--- src/rtl/imm_decode_stage_pkg.sv ---
// rtl/imm_decode_stage_pkg.sv - shared types and constants for the immediate decode stage
package decode_pkg;

    localparam int DATA_WIDTH   = 64;
    localparam int INST_WIDTH   = 32;
    localparam int IMM_TYPE_NUM = 4;
    localparam int IMM_TYPE_W   = $clog2(IMM_TYPE_NUM);

    typedef enum logic [IMM_TYPE_W-1:0] {
        IMM_S     = 2'b00,
        IMM_SHIFT = 2'b01,
        IMM_I     = 2'b10,
        IMM_U     = 2'b11
    } imm_type_e;

    localparam logic [6:0] OPC_LOAD     = 7'b0000011;
    localparam logic [6:0] OPC_OP_IMM   = 7'b0010011;
    localparam logic [6:0] OPC_OP_IMM32 = 7'b0011011;
    localparam logic [6:0] OPC_STORE    = 7'b0100011;
    localparam logic [6:0] OPC_LUI      = 7'b0110111;
    localparam logic [6:0] OPC_AUIPC    = 7'b0010111;
    localparam logic [6:0] OPC_JALR     = 7'b1100111;

    typedef struct packed {
        logic [INST_WIDTH-1:0] inst;
        logic [DATA_WIDTH-1:0] pc;
        logic [DATA_WIDTH-1:0] imm;
        imm_type_e             imm_type;
        logic                  has_imm;
    } dec_entry_t;

    typedef enum logic [1:0] {
        ST_EMPTY = 2'b00,
        ST_ONE   = 2'b01,
        ST_FULL  = 2'b10
    } buf_state_e;

endpackage

--- src/rtl/imm_decode_stage_if.sv ---
// rtl/imm_decode_stage_if.sv - fetch-side and execute-side handshakes of the decode stage
interface imm_decode_stage_if;
    import decode_pkg::*;

    logic                  in_valid;
    logic                  in_ready;
    logic [INST_WIDTH-1:0] in_inst;
    logic [DATA_WIDTH-1:0] in_pc;
    logic                  out_valid;
    logic                  out_ready;
    logic [INST_WIDTH-1:0] out_inst;
    logic [DATA_WIDTH-1:0] out_pc;
    logic [DATA_WIDTH-1:0] out_imm;
    logic [IMM_TYPE_W-1:0] out_imm_type;
    logic                  out_has_imm;

    modport slave (
        input  in_valid, in_inst, in_pc, out_ready,
        output in_ready, out_valid, out_inst, out_pc, out_imm, out_imm_type, out_has_imm
    );

    modport master (
        output in_valid, in_inst, in_pc, out_ready,
        input  in_ready, out_valid, out_inst, out_pc, out_imm, out_imm_type, out_has_imm
    );
endinterface

--- src/rtl/imm_decode_stage_imm_type_decode.sv ---
// rtl/imm_decode_stage_imm_type_decode.sv - opcode classification and immediate formation
module imm_type_decode
    import decode_pkg::*;
(
    input  logic [INST_WIDTH-1:0] inst_i,
    output imm_type_e             imm_type_o,
    output logic                  has_imm_o,
    output logic [DATA_WIDTH-1:0] imm_o
);

    logic is_shift;
    assign is_shift = (inst_i[14:12] == 3'b001) || (inst_i[14:12] == 3'b101);

    // Classify opcode; unknown opcodes report no immediate and a zero value
    always_comb begin
        imm_type_o = IMM_S;
        has_imm_o  = 1'b0;
        imm_o      = '0;
        case (inst_i[6:0])
            OPC_LOAD, OPC_JALR: begin
                imm_type_o = IMM_I;
                has_imm_o  = 1'b1;
                imm_o      = {{(DATA_WIDTH-12){inst_i[31]}}, inst_i[31:20]};
            end
            OPC_OP_IMM: begin
                has_imm_o = 1'b1;
                if (is_shift) begin
                    imm_type_o = IMM_SHIFT;
                    imm_o      = {{(DATA_WIDTH-6){1'b0}}, inst_i[25:20]};
                end else begin
                    imm_type_o = IMM_I;
                    imm_o      = {{(DATA_WIDTH-12){inst_i[31]}}, inst_i[31:20]};
                end
            end
            OPC_OP_IMM32: begin
                has_imm_o = 1'b1;
                if (is_shift) begin
                    // 32-bit shifts only have a 5-bit shamt
                    imm_type_o = IMM_SHIFT;
                    imm_o      = {{(DATA_WIDTH-5){1'b0}}, inst_i[24:20]};
                end else begin
                    imm_type_o = IMM_I;
                    imm_o      = {{(DATA_WIDTH-12){inst_i[31]}}, inst_i[31:20]};
                end
            end
            OPC_STORE: begin
                imm_type_o = IMM_S;
                has_imm_o  = 1'b1;
                imm_o      = {{(DATA_WIDTH-12){inst_i[31]}}, inst_i[31:25], inst_i[11:7]};
            end
            OPC_LUI, OPC_AUIPC: begin
                imm_type_o = IMM_U;
                has_imm_o  = 1'b1;
                imm_o      = {{(DATA_WIDTH-32){inst_i[31]}}, inst_i[31:12], 12'b0};
            end
            default: begin
                imm_type_o = IMM_S;
                has_imm_o  = 1'b0;
                imm_o      = '0;
            end
        endcase
    end

endmodule

--- src/rtl/imm_decode_stage.sv ---
// rtl/imm_decode_stage.sv - decode stage with 2-entry skid buffer toward execute
module imm_decode_stage
    import decode_pkg::*;
(
    input  logic                 clk,
    input  logic                 rst_n,
    input  logic                 flush,
    imm_decode_stage_if.slave    bus,
    output logic [31:0]          stall_cnt
);

    dec_entry_t  new_entry;
    dec_entry_t  e0_q, e0_d, e1_q, e1_d;
    buf_state_e  state_q, state_d;
    logic        in_ready_q, in_ready_d;
    logic        out_valid_q, out_valid_d;
    logic [31:0] stall_cnt_q;
    logic        acc, drn;

    imm_type_e             dec_type;
    logic                  dec_has_imm;
    logic [DATA_WIDTH-1:0] dec_imm;

    imm_type_decode u_imm_type_decode (
        .inst_i     (bus.in_inst),
        .imm_type_o (dec_type),
        .has_imm_o  (dec_has_imm),
        .imm_o      (dec_imm)
    );

    assign new_entry = '{inst: bus.in_inst, pc: bus.in_pc, imm: dec_imm,
                         imm_type: dec_type, has_imm: dec_has_imm};

    assign acc = bus.in_valid & in_ready_q;
    assign drn = out_valid_q & bus.out_ready;

    // Buffer state, entries and registered handshake flags
    always_ff @(posedge clk or negedge rst_n) begin
        if (!rst_n) begin
            state_q     <= ST_EMPTY;
            e0_q        <= '0;
            e1_q        <= '0;
            in_ready_q  <= 1'b1;
            out_valid_q <= 1'b0;
        end else begin
            state_q     <= state_d;
            e0_q        <= e0_d;
            e1_q        <= e1_d;
            in_ready_q  <= in_ready_d;
            out_valid_q <= out_valid_d;
        end
    end

    // Next state: flush wins, then accept/drain; ready/valid follow the next state
    always_comb begin
        state_d = state_q;
        e0_d    = e0_q;
        e1_d    = e1_q;
        if (flush) begin
            state_d = ST_EMPTY;
        end else begin
            case (state_q)
                ST_EMPTY: begin
                    if (acc) begin
                        state_d = ST_ONE;
                        e0_d    = new_entry;
                    end
                end
                ST_ONE: begin
                    if (acc && drn) begin
                        e0_d = new_entry;
                    end else if (acc) begin
                        state_d = ST_FULL;
                        e1_d    = new_entry;
                    end else if (drn) begin
                        state_d = ST_EMPTY;
                    end
                end
                ST_FULL: begin
                    if (drn) begin
                        state_d = ST_ONE;
                        e0_d    = e1_q;
                    end
                end
                default: state_d = ST_EMPTY;
            endcase
        end
        in_ready_d  = (state_d != ST_FULL);
        out_valid_d = (state_d != ST_EMPTY);
    end

    // Saturating back-pressure counter, deliberately untouched by flush
    always_ff @(posedge clk or negedge rst_n) begin
        if (!rst_n) begin
            stall_cnt_q <= '0;
        end else if (out_valid_q && !bus.out_ready && (stall_cnt_q != 32'hFFFF_FFFF)) begin
            stall_cnt_q <= stall_cnt_q + 32'd1;
        end
    end

    assign bus.in_ready     = in_ready_q;
    assign bus.out_valid    = out_valid_q;
    assign bus.out_inst     = e0_q.inst;
    assign bus.out_pc       = e0_q.pc;
    assign bus.out_imm      = e0_q.imm;
    assign bus.out_imm_type = e0_q.imm_type;
    assign bus.out_has_imm  = e0_q.has_imm;
    assign stall_cnt        = stall_cnt_q;

endmodule

--- src/flat_wrapper.sv ---
// flat-port wrapper written by rule: the top's interface ports become plain ports
module imm_decode_stage_flat import decode_pkg::*;
  (clk, rst_n, flush, stall_cnt, bus_in_valid, bus_in_inst, bus_in_pc, bus_out_ready, bus_in_ready, bus_out_valid, bus_out_inst, bus_out_pc, bus_out_imm, bus_out_imm_type, bus_out_has_imm);
  imm_decode_stage_if bus_i ();
  input  logic clk;
  input  logic rst_n;
  input  logic flush;
  output logic [31:0] stall_cnt;
  input wire logic [$bits(bus_i.in_valid)-1:0] bus_in_valid;
  input wire logic [$bits(bus_i.in_inst)-1:0] bus_in_inst;
  input wire logic [$bits(bus_i.in_pc)-1:0] bus_in_pc;
  input wire logic [$bits(bus_i.out_ready)-1:0] bus_out_ready;
  output wire logic [$bits(bus_i.in_ready)-1:0] bus_in_ready;
  output wire logic [$bits(bus_i.out_valid)-1:0] bus_out_valid;
  output wire logic [$bits(bus_i.out_inst)-1:0] bus_out_inst;
  output wire logic [$bits(bus_i.out_pc)-1:0] bus_out_pc;
  output wire logic [$bits(bus_i.out_imm)-1:0] bus_out_imm;
  output wire logic [$bits(bus_i.out_imm_type)-1:0] bus_out_imm_type;
  output wire logic [$bits(bus_i.out_has_imm)-1:0] bus_out_has_imm;
  assign bus_i.in_valid = bus_in_valid;
  assign bus_i.in_inst = bus_in_inst;
  assign bus_i.in_pc = bus_in_pc;
  assign bus_i.out_ready = bus_out_ready;
  assign bus_in_ready = bus_i.in_ready;
  assign bus_out_valid = bus_i.out_valid;
  assign bus_out_inst = bus_i.out_inst;
  assign bus_out_pc = bus_i.out_pc;
  assign bus_out_imm = bus_i.out_imm;
  assign bus_out_imm_type = bus_i.out_imm_type;
  assign bus_out_has_imm = bus_i.out_has_imm;
  imm_decode_stage u_core (.clk(clk), .rst_n(rst_n), .flush(flush), .bus(bus_i), .stall_cnt(stall_cnt));
endmodule
--- config.mk ---
export PLATFORM = sky130hd
export DESIGN_NAME = imm_decode_stage_flat
export DESIGN_NICKNAME = d
export VERILOG_FILES = /design/src/rtl/imm_decode_stage_pkg.sv /design/src/rtl/imm_decode_stage_if.sv /design/src/rtl/imm_decode_stage_imm_type_decode.sv /design/src/rtl/imm_decode_stage.sv /design/src/flat_wrapper.sv
export SDC_FILE = /design/constraint.sdc
export NUM_CORES = 1
export LEC_CHECK = 0
export ABC_CLOCK_PERIOD_IN_PS = 1700
export CAP_MARGIN = 20
export CORE_MARGIN = 2
export CORE_UTILIZATION = 48
export CTS_BUF_LIST = sky130_fd_sc_hd__clkbuf_4 sky130_fd_sc_hd__clkbuf_8 sky130_fd_sc_hd__clkbuf_16
export DETAILED_ROUTE_END_ITERATION = 10
export PLACE_DENSITY = 0.77
export SLEW_MARGIN = 20
export SYNTH_ARGS = -nofsm -noshare
export SYNTH_HDL_FRONTEND = slang
export SYNTH_HIERARCHICAL = 1
export SYNTH_SLANG_ARGS = --single-unit
--- constraint.sdc ---
create_clock -name clk -period 1.7 [get_ports clk]
set_input_delay 0.425 -clock clk [delete_from_list [all_inputs] [get_ports clk]]
set_output_delay 0.425 -clock clk [all_outputs]
set_load 0.1 [all_outputs]
Yosys cells after proc, flatten, opt, wreduce, memory -nomap -nowiden
Index checks and enable logic that the tools add are counted.
- flip-flop bits (word level): 362
- latch bits: 0
- bits in writable memories: 0
- bits in read-only memories: 0
- output and inout bits: 197
- word-level logic and storage cells: 66
- memories kept: 0
- $add $sub $neg: 1
- $mul: 0
- div/mod/pow operators: 0
- $lt $le $gt $ge: 0
- equality and inequality tests: 16
- shift operators: 0
- multiplexer cells: 17
- bitwise operators: 4
- reduce and logical (&&, ||, !) cells: 14
- operators by type and width (kind ; count):
    163-bit two-way mux ; 3
    163-bit case mux with 3 select lines ; 1
    64-bit case mux with 5 select lines ; 1
    64-bit two-way mux ; 2
    32-bit by 1-bit adder with 32-bit output (second input constant) ; 1
    32-bit inequality test (second input constant) ; 1
    7-bit by 5-bit equality test with 1-bit output (second input constant) ; 3
    7-bit by 6-bit equality test with 1-bit output (second input constant) ; 2
    2-bit two-way mux ; 7
    2-bit case mux with 3 select lines ; 2
    7-bit by 2-bit equality test with 1-bit output (second input constant) ; 1
    7-bit equality test (second input constant) ; 1
    7-bit OR reduction ; 1
    2-bit by 1-bit inequality test with 1-bit output (second input constant) ; 3
    2-bit OR reduction ; 3
    5-bit AND reduction ; 1
    4-bit AND reduction ; 1
    3-bit by 1-bit equality test with 1-bit output (second input constant) ; 1
    3-bit equality test (second input constant) ; 1
    1-bit logical AND ; 3
    3-bit nonzero test ; 1
    1-bit bitwise AND ; 2
    2-bit by 1-bit equality test with 1-bit output (second input constant) ; 1
    2-bit equality test (second input constant) ; 1
    other kinds (7) ; 8

Logic depth before layout (Yosys ltp)
- word-level depth: 7
- mapped depth: 8
- gate-level depth less buffers: 6

Cells and area by module
The synthesis kept the hierarchy.
- by module, submodules not included (module ; times used ; cells each ; area each (um^2) ; sequential area each (um^2)):
    imm_decode_stage ; 1 ; 1211 ; 15198.3 ; 9059.9
    imm_type_decode ; 1 ; 131 ; 857.1 ; 0.0

Least setup slack after synthesis
Ideal clock, no wire load.
- path type: input -> register
- start point: input bus_in_inst[4]
- end point: register u_core.e0_q (netlist bit u_core/bus.out_imm[32])
- library setup time: 0.083 ns
- data arrival time: 2.836 ns
- required time: 1.617 ns
- slack: -1.219 ns
- cell stages on the path: 7
- cell sequence: and3_1 > buf_2 > nand3_1 > a31oi_1 > buf_4 > mux2i_1 > o21ai_0
- longest elaborated chain between the ends: 5
- ends and longest elaborated chain (what ; RTL line ; source):
    start: declaration ; flat_wrapper.sv:10 ; input wire logic [$bits(bus_i.in_inst)-1:0] bus_in_inst;
    7-bit by 6-bit equality test with 1-bit output (tied with other cells) ; imm_decode_stage_imm_type_decode.sv:19 ; case (inst_i[6:0])
    2-bit OR reduction ; imm_decode_stage_imm_type_decode.sv:19 ;
    64-bit case mux with 5 select lines * ; imm_decode_stage_imm_type_decode.sv:19 ;
    via u_core.dec_imm[32] ; imm_decode_stage.sv:22 ; logic [DATA_WIDTH-1:0] dec_imm;
    163-bit two-way mux, on equally long branches ; imm_decode_stage.sv:70, imm_decode_stage.sv:64 ;
    163-bit case mux with 3 select lines * ; imm_decode_stage.sv:62 ; case (state_q)
    end signal: assignment ; imm_decode_stage.sv:41 ; e0_q <= '0;
    end signal: assignment ; imm_decode_stage.sv:47 ; e0_q <= e0_d;
    end: declaration ; imm_decode_stage.sv:13 ; dec_entry_t e0_q, e0_d, e1_q, e1_d;
Mark *: on every way through the listed nets, which the timed path passes. The rest lies on a longest branch. The select of a mux whose other input is x is not followed.
A chain may end at the register's enable or synchronous reset.

Final worst setup path
- start point: register u_core.stall_cnt_q[28], in the netlist u_core/stall_cnt[28]
- end point: register u_core.stall_cnt_q[13], in the netlist u_core/stall_cnt[13]
- longest elaborated chain between the ends: 2
- ends and longest elaborated chain (what ; RTL line ; source):
    start: declaration ; imm_decode_stage.sv:17 ; logic [31:0] stall_cnt_q;
    start signal: assignment ; imm_decode_stage.sv:97 ; stall_cnt_q <= stall_cnt_q + 32'd1;
    32-bit inequality test ; imm_decode_stage.sv:96 ; end else if (out_valid_q && !bus.out_ready && (stall_cnt_q != 32'hFFFF_FFFF)) begin
    1-bit logical AND ; imm_decode_stage.sv:96 ;
No other way between the ends.

==> results.sh <==
export IMPL_route_antenna_remaining_nets=0
export IMPL_final_design_area_no_fill_sq_um=28500
export IMPL_crit_type="register to register"
export IMPL_clock_latency_at_the_later_pin_of_the_worst_skew_pair_ps=540
export IMPL_synthCells=1342
export IMPL_totalNegativeSetupSlack_ps=-73440
export IMPL_yosysTopAreaCellShare_pct=56.3
export IMPL_ys_warnings_count=6
export IMPL_maxClockFrequency_ghz=0.490
export IMPL_post_synth_top_area_cell="sky130_fd_sc_hd__dfrtp_1"
export IMPL_drt_initial_drc_count=1520
export IMPL_setup_violations=381
export IMPL_report_final_slew_viol_count=0
export IMPL_timing_worst_slew_pin_value_ps=759
export IMPL_yosys_most_used_dff="sky130_fd_sc_hd__dfrtp_1"
export IMPL_finalWorstPathRequiredPeriod_ps=2040
export IMPL_fin_crit_sh_pct=120
export IMPL_violations_in_the_final_reports="negative setup slack"
export IMPL_finish_cell_count_without_fillers=2305
export IMPL_timing_critical_path_fanout_max=6
export IMPL_row_count=66
export IMPL_worst_clock_skew_ps=27.8
export IMPL_synth_distinct_cells=53
export IMPL_route_detailed_vias_per_inst=6.27
export IMPL_cts_sink_count=362
export IMPL_syn_cell_area_sq_um=16100
export IMPL_die_height_um=187
export IMPL_clk_root_buffer_cell="sky130_fd_sc_hd__clkbuf_16"
export IMPL_ys_top_cells_by_count="sky130_fd_sc_hd__dfrtp_1 (361), sky130_fd_sc_hd__nand2_1 (181), sky130_fd_sc_hd__mux2_2 (167), sky130_fd_sc_hd__o21ai_0 (167), sky130_fd_sc_hd__mux2i_1 (163)"
export IMPL_first_pass_iters=5
export IMPL_final_layout_size_suffix_gt1_share_pct=58.3
export IMPL_crit_path_start_kind="register"
export IMPL_critical_path_endpoint_type="register"
export IMPL_grt_use_total_pct=29.8
export IMPL_status="finished with violations"
export IMPL_slew_headroom_pct=49.3
export IMPL_combinational_family_with_the_most_area_after_synthesis="multiplexers"
export IMPL_first_global_vias=13900
export IMPL_finalHoldViolations=0
export IMPL_routed_wire_length_per_instance_um=30.1
export IMPL_max_cap_viol_count=0
export IMPL_synth_compound_area_share_pct=6.81
export IMPL_cts_made_buffers=39
export IMPL_synth_area_mux_share_pct=22.0
export IMPL_initial_core_util_pct=49.1
export IMPL_cp_arrival_ps=2450
export IMPL_number_of_cells_in_the_design_after_placement=2114
export IMPL_grt_antenna_before_repair=2
export IMPL_port_buffers=297
export IMPL_area_growth_synth_to_final_pct=77.5
export IMPL_die_w_um=187
export IMPL_yosysMostFrequentCell="sky130_fd_sc_hd__dfrtp_1"
export IMPL_p_per_area_nw_per_um2=1380
export IMPL_clk_pin_slew_ps=70
export IMPL_synthesis_nets=1444
export IMPL_p_leak_nw=12.6
export IMPL_min_path_type="input port to asynchronous set/reset pin"
export IMPL_pin_count=298
export IMPL_clock_tree_buffer_depth=3
export IMPL_synth_enable_flop_cells=0
export IMPL_drt_drc_violations_left=0
export IMPL_peakVddDrop_mv=1.42
export IMPL_placed_area_sq_um=23000
export IMPL_grt_max_degree=67
export IMPL_detailedPlacementHpwl_um=31400
export IMPL_place_ws_ps=-824
export IMPL_critical_path_required_ps=2110
export IMPL_synth_async_reset_ratio_pct=100
export IMPL_postSynthAreaPerCell_sq_um=12.0
export IMPL_route_final_wire_length_um=69300
export IMPL_synth_fa_ha_area_share_pct=0.0779
export IMPL_rsz0062_at_grt="true"
export IMPL_synth_simple_gate_area_share_pct=8.80
export IMPL_ranking_of_synthesized_cells_by_area="sky130_fd_sc_hd__dfrtp_1 (56%), sky130_fd_sc_hd__mux2_2 (12%), sky130_fd_sc_hd__mux2i_1 (10%)"
export IMPL_grt_first_pass_wirelength_um=81700
export IMPL_synth_yosys_seq_area_share_pct=56.4
export IMPL_timing_final_ws_setup_ps=-340
export IMPL_core_sq_um=32700
export IMPL_fillerInstances=1263
export IMPL_cts_tree="yes"
export IMPL_route_vias_total=14400
export IMPL_nets=1930
export IMPL_cts_htree_levels=2
export IMPL_postSynthRegisterBits=362
export IMPL_gpl_final_weighted_congestion=0.817
export IMPL_globalRouteOverflowTotal=0
export IMPL_xor_and_xnor_fraction_of_the_mapped_netlist_area_pct=1.47
export IMPL_die_area_sq_um=34900
final timing paths:
path | to | from | depth (start not counted) | slack [ps]
max | u_core/stall_cnt[13] | u_core/stall_cnt[28] | 6 | -340
min | u_core/bus.out_pc[36] | rst_n | 2 | 440
max reg2reg | u_core/stall_cnt[13] | u_core/stall_cnt[28] | 6 | -340
min in group clk | u_core/e1_q[61] | u_core/e1_q[61] | 1 | 510
min reg2reg | u_core/e1_q[61] | u_core/e1_q[61] | 1 | 510
max in group asynchronous | u_core/e1_q[34] | rst_n | 3 | 500
layer usage:
| metal | GRT usage [%] | part of all wire (%) | vias up |
|---|---|---|---|
| met5 | 0 | 0 | - |
| met4 | 10.7 | 5.7 | 0 |
| met3 | 6.79 | 9.2 | 307 |
| met2 | 50.8 | 49 | 1122 |
| met1 | 37.3 | 36 | 7325 |
| li1 | - | - | 5692 |
area by class of cell:
type / instances / area, sq um / area share, %
flip-flops and latches: 362 / 9170 / 32.2
well taps: 442 / 553 / 1.94
diodes: 5 / 12.5 / 0.0439
clock buffers: 57 / 1190 / 4.16
inverters: 4 / 15.0 / 0.0527
multi-input cells: 860 / 8630 / 30.3
repair buffers: 561 / 8720 / 30.6
clock inverters: 14 / 209 / 0.733
critical path, cell delays in order, from the launching register on:
cell and delay, ps:
sky130_fd_sc_hd__dfrtp_4 450, sky130_fd_sc_hd__nand3_4 80, sky130_fd_sc_hd__or3_4 440, sky130_fd_sc_hd__o41ai_4 410
sky130_fd_sc_hd__buf_6 240, sky130_fd_sc_hd__nor2_4 40, sky130_fd_sc_hd__xor2_1 240
report_power, final:
group	internal (W)	switching [W]	total, W
clock network	0.00562	0.00379	0.00942
logic	0.00711	0.00982	0.0169
registers	0.0107	0.00239	0.0131
total	0.0234	0.0160	0.0394
logic make-up (layout without fill, tap and decap cells):
| family | after synthesis | after routing |
|---|---|---|
| adder cells (fa/ha/maj) | 1 | 1 |
| XOR/XNOR | 27 | 27 |
| other | 0 | 5 |
| buffers and inverters | 122 | 636 |
| multiplexers | 331 | 331 |
| flip-flops | 362 | 362 |
| AND/OR/NAND/NOR | 306 | 306 |
| AO/OA/AOI/OAI | 193 | 195 |
stage by stage:
step	power, W	hold WS (ps)	util [%]
4_1_cts	0.0364	487	78.3
2_1_floorplan	0.0209	129	-
3_5_place_dp	0.0267	431	70.4
6_report	0.0394	439	87.1
5_1_grt	0.0402	508	87.1
3_3_place_gp	0.0263	436	70.4
placed cells by master, fill, tap and decap left out, types with 4 or more instances in the layout:
master                            netlist  routed
sky130_fd_sc_hd__dfrtp_1              361     328
sky130_fd_sc_hd__buf_12                 0     244
sky130_fd_sc_hd__mux2i_1              163     162
sky130_fd_sc_hd__mux2_4                 1     120
sky130_fd_sc_hd__o21ai_2                0     116
sky130_fd_sc_hd__nand2_4                0     107
sky130_fd_sc_hd__buf_4                 42     103
sky130_fd_sc_hd__clkdlybuf4s50_1        0      97
sky130_fd_sc_hd__clkbuf_16              0      71
sky130_fd_sc_hd__nand3_1               67      56
sky130_fd_sc_hd__buf_6                  5      52
sky130_fd_sc_hd__nand2_2                1      52
sky130_fd_sc_hd__mux2_2               167      48
sky130_fd_sc_hd__o21ai_1                0      42
sky130_fd_sc_hd__dfrtp_4                0      27
sky130_fd_sc_hd__nand2_1              181      22
sky130_fd_sc_hd__buf_16                 0      18
sky130_fd_sc_hd__nand4_1               13      13
sky130_fd_sc_hd__clkbuf_8               0      12
sky130_fd_sc_hd__buf_8                  0      12
sky130_fd_sc_hd__xnor2_1               20      12
sky130_fd_sc_hd__xnor2_2                0       8
sky130_fd_sc_hd__o21ai_4                1       7
sky130_fd_sc_hd__nor2_4                 0       7
sky130_fd_sc_hd__nand3_4                1       7
sky130_fd_sc_hd__clkbuf_4               0       6
sky130_fd_sc_hd__nor3_4                 1       6
sky130_fd_sc_hd__xor2_1                 7       6
sky130_fd_sc_hd__dfrtp_2                0       6
sky130_fd_sc_hd__diode_2                0       5
sky130_fd_sc_hd__clkinv_2               0       5
sky130_fd_sc_hd__bufinv_16              0       5
sky130_fd_sc_hd__nand3_2                0       5
sky130_fd_sc_hd__o211ai_1               5       5
sky130_fd_sc_hd__a21boi_0               5       5
sky130_fd_sc_hd__and4_4                 0       4
sky130_fd_sc_hd__and3_4                 0       4
sky130_fd_sc_hd__and3_1                 7       4
sky130_fd_sc_hd__inv_1                  4       4
sequential cells by signal, summed over array words and instances, names as in the netlist:
signal                   count
u_core/e1_q                163
u_core/bus.out_imm          64
u_core/bus.out_pc           64
u_core/bus.out_inst         32
u_core/stall_cnt            32
u_core/bus.out_imm_type      2
u_core/state_q               2
u_core/bus.in_ready          1
u_core/bus.out_has_imm       1
u_core/bus.out_valid         1
what timing repair did:
item,in CTS,in global routing
hold endpoints to repair,42,0
hold buffers,1,0
pin swaps,22,106
endpoints found under the setup margin,380,394
gates resized for setup,123,494
setup buffers,26,40
gates cloned,20,40
Power figures use the tool's default switching activity.
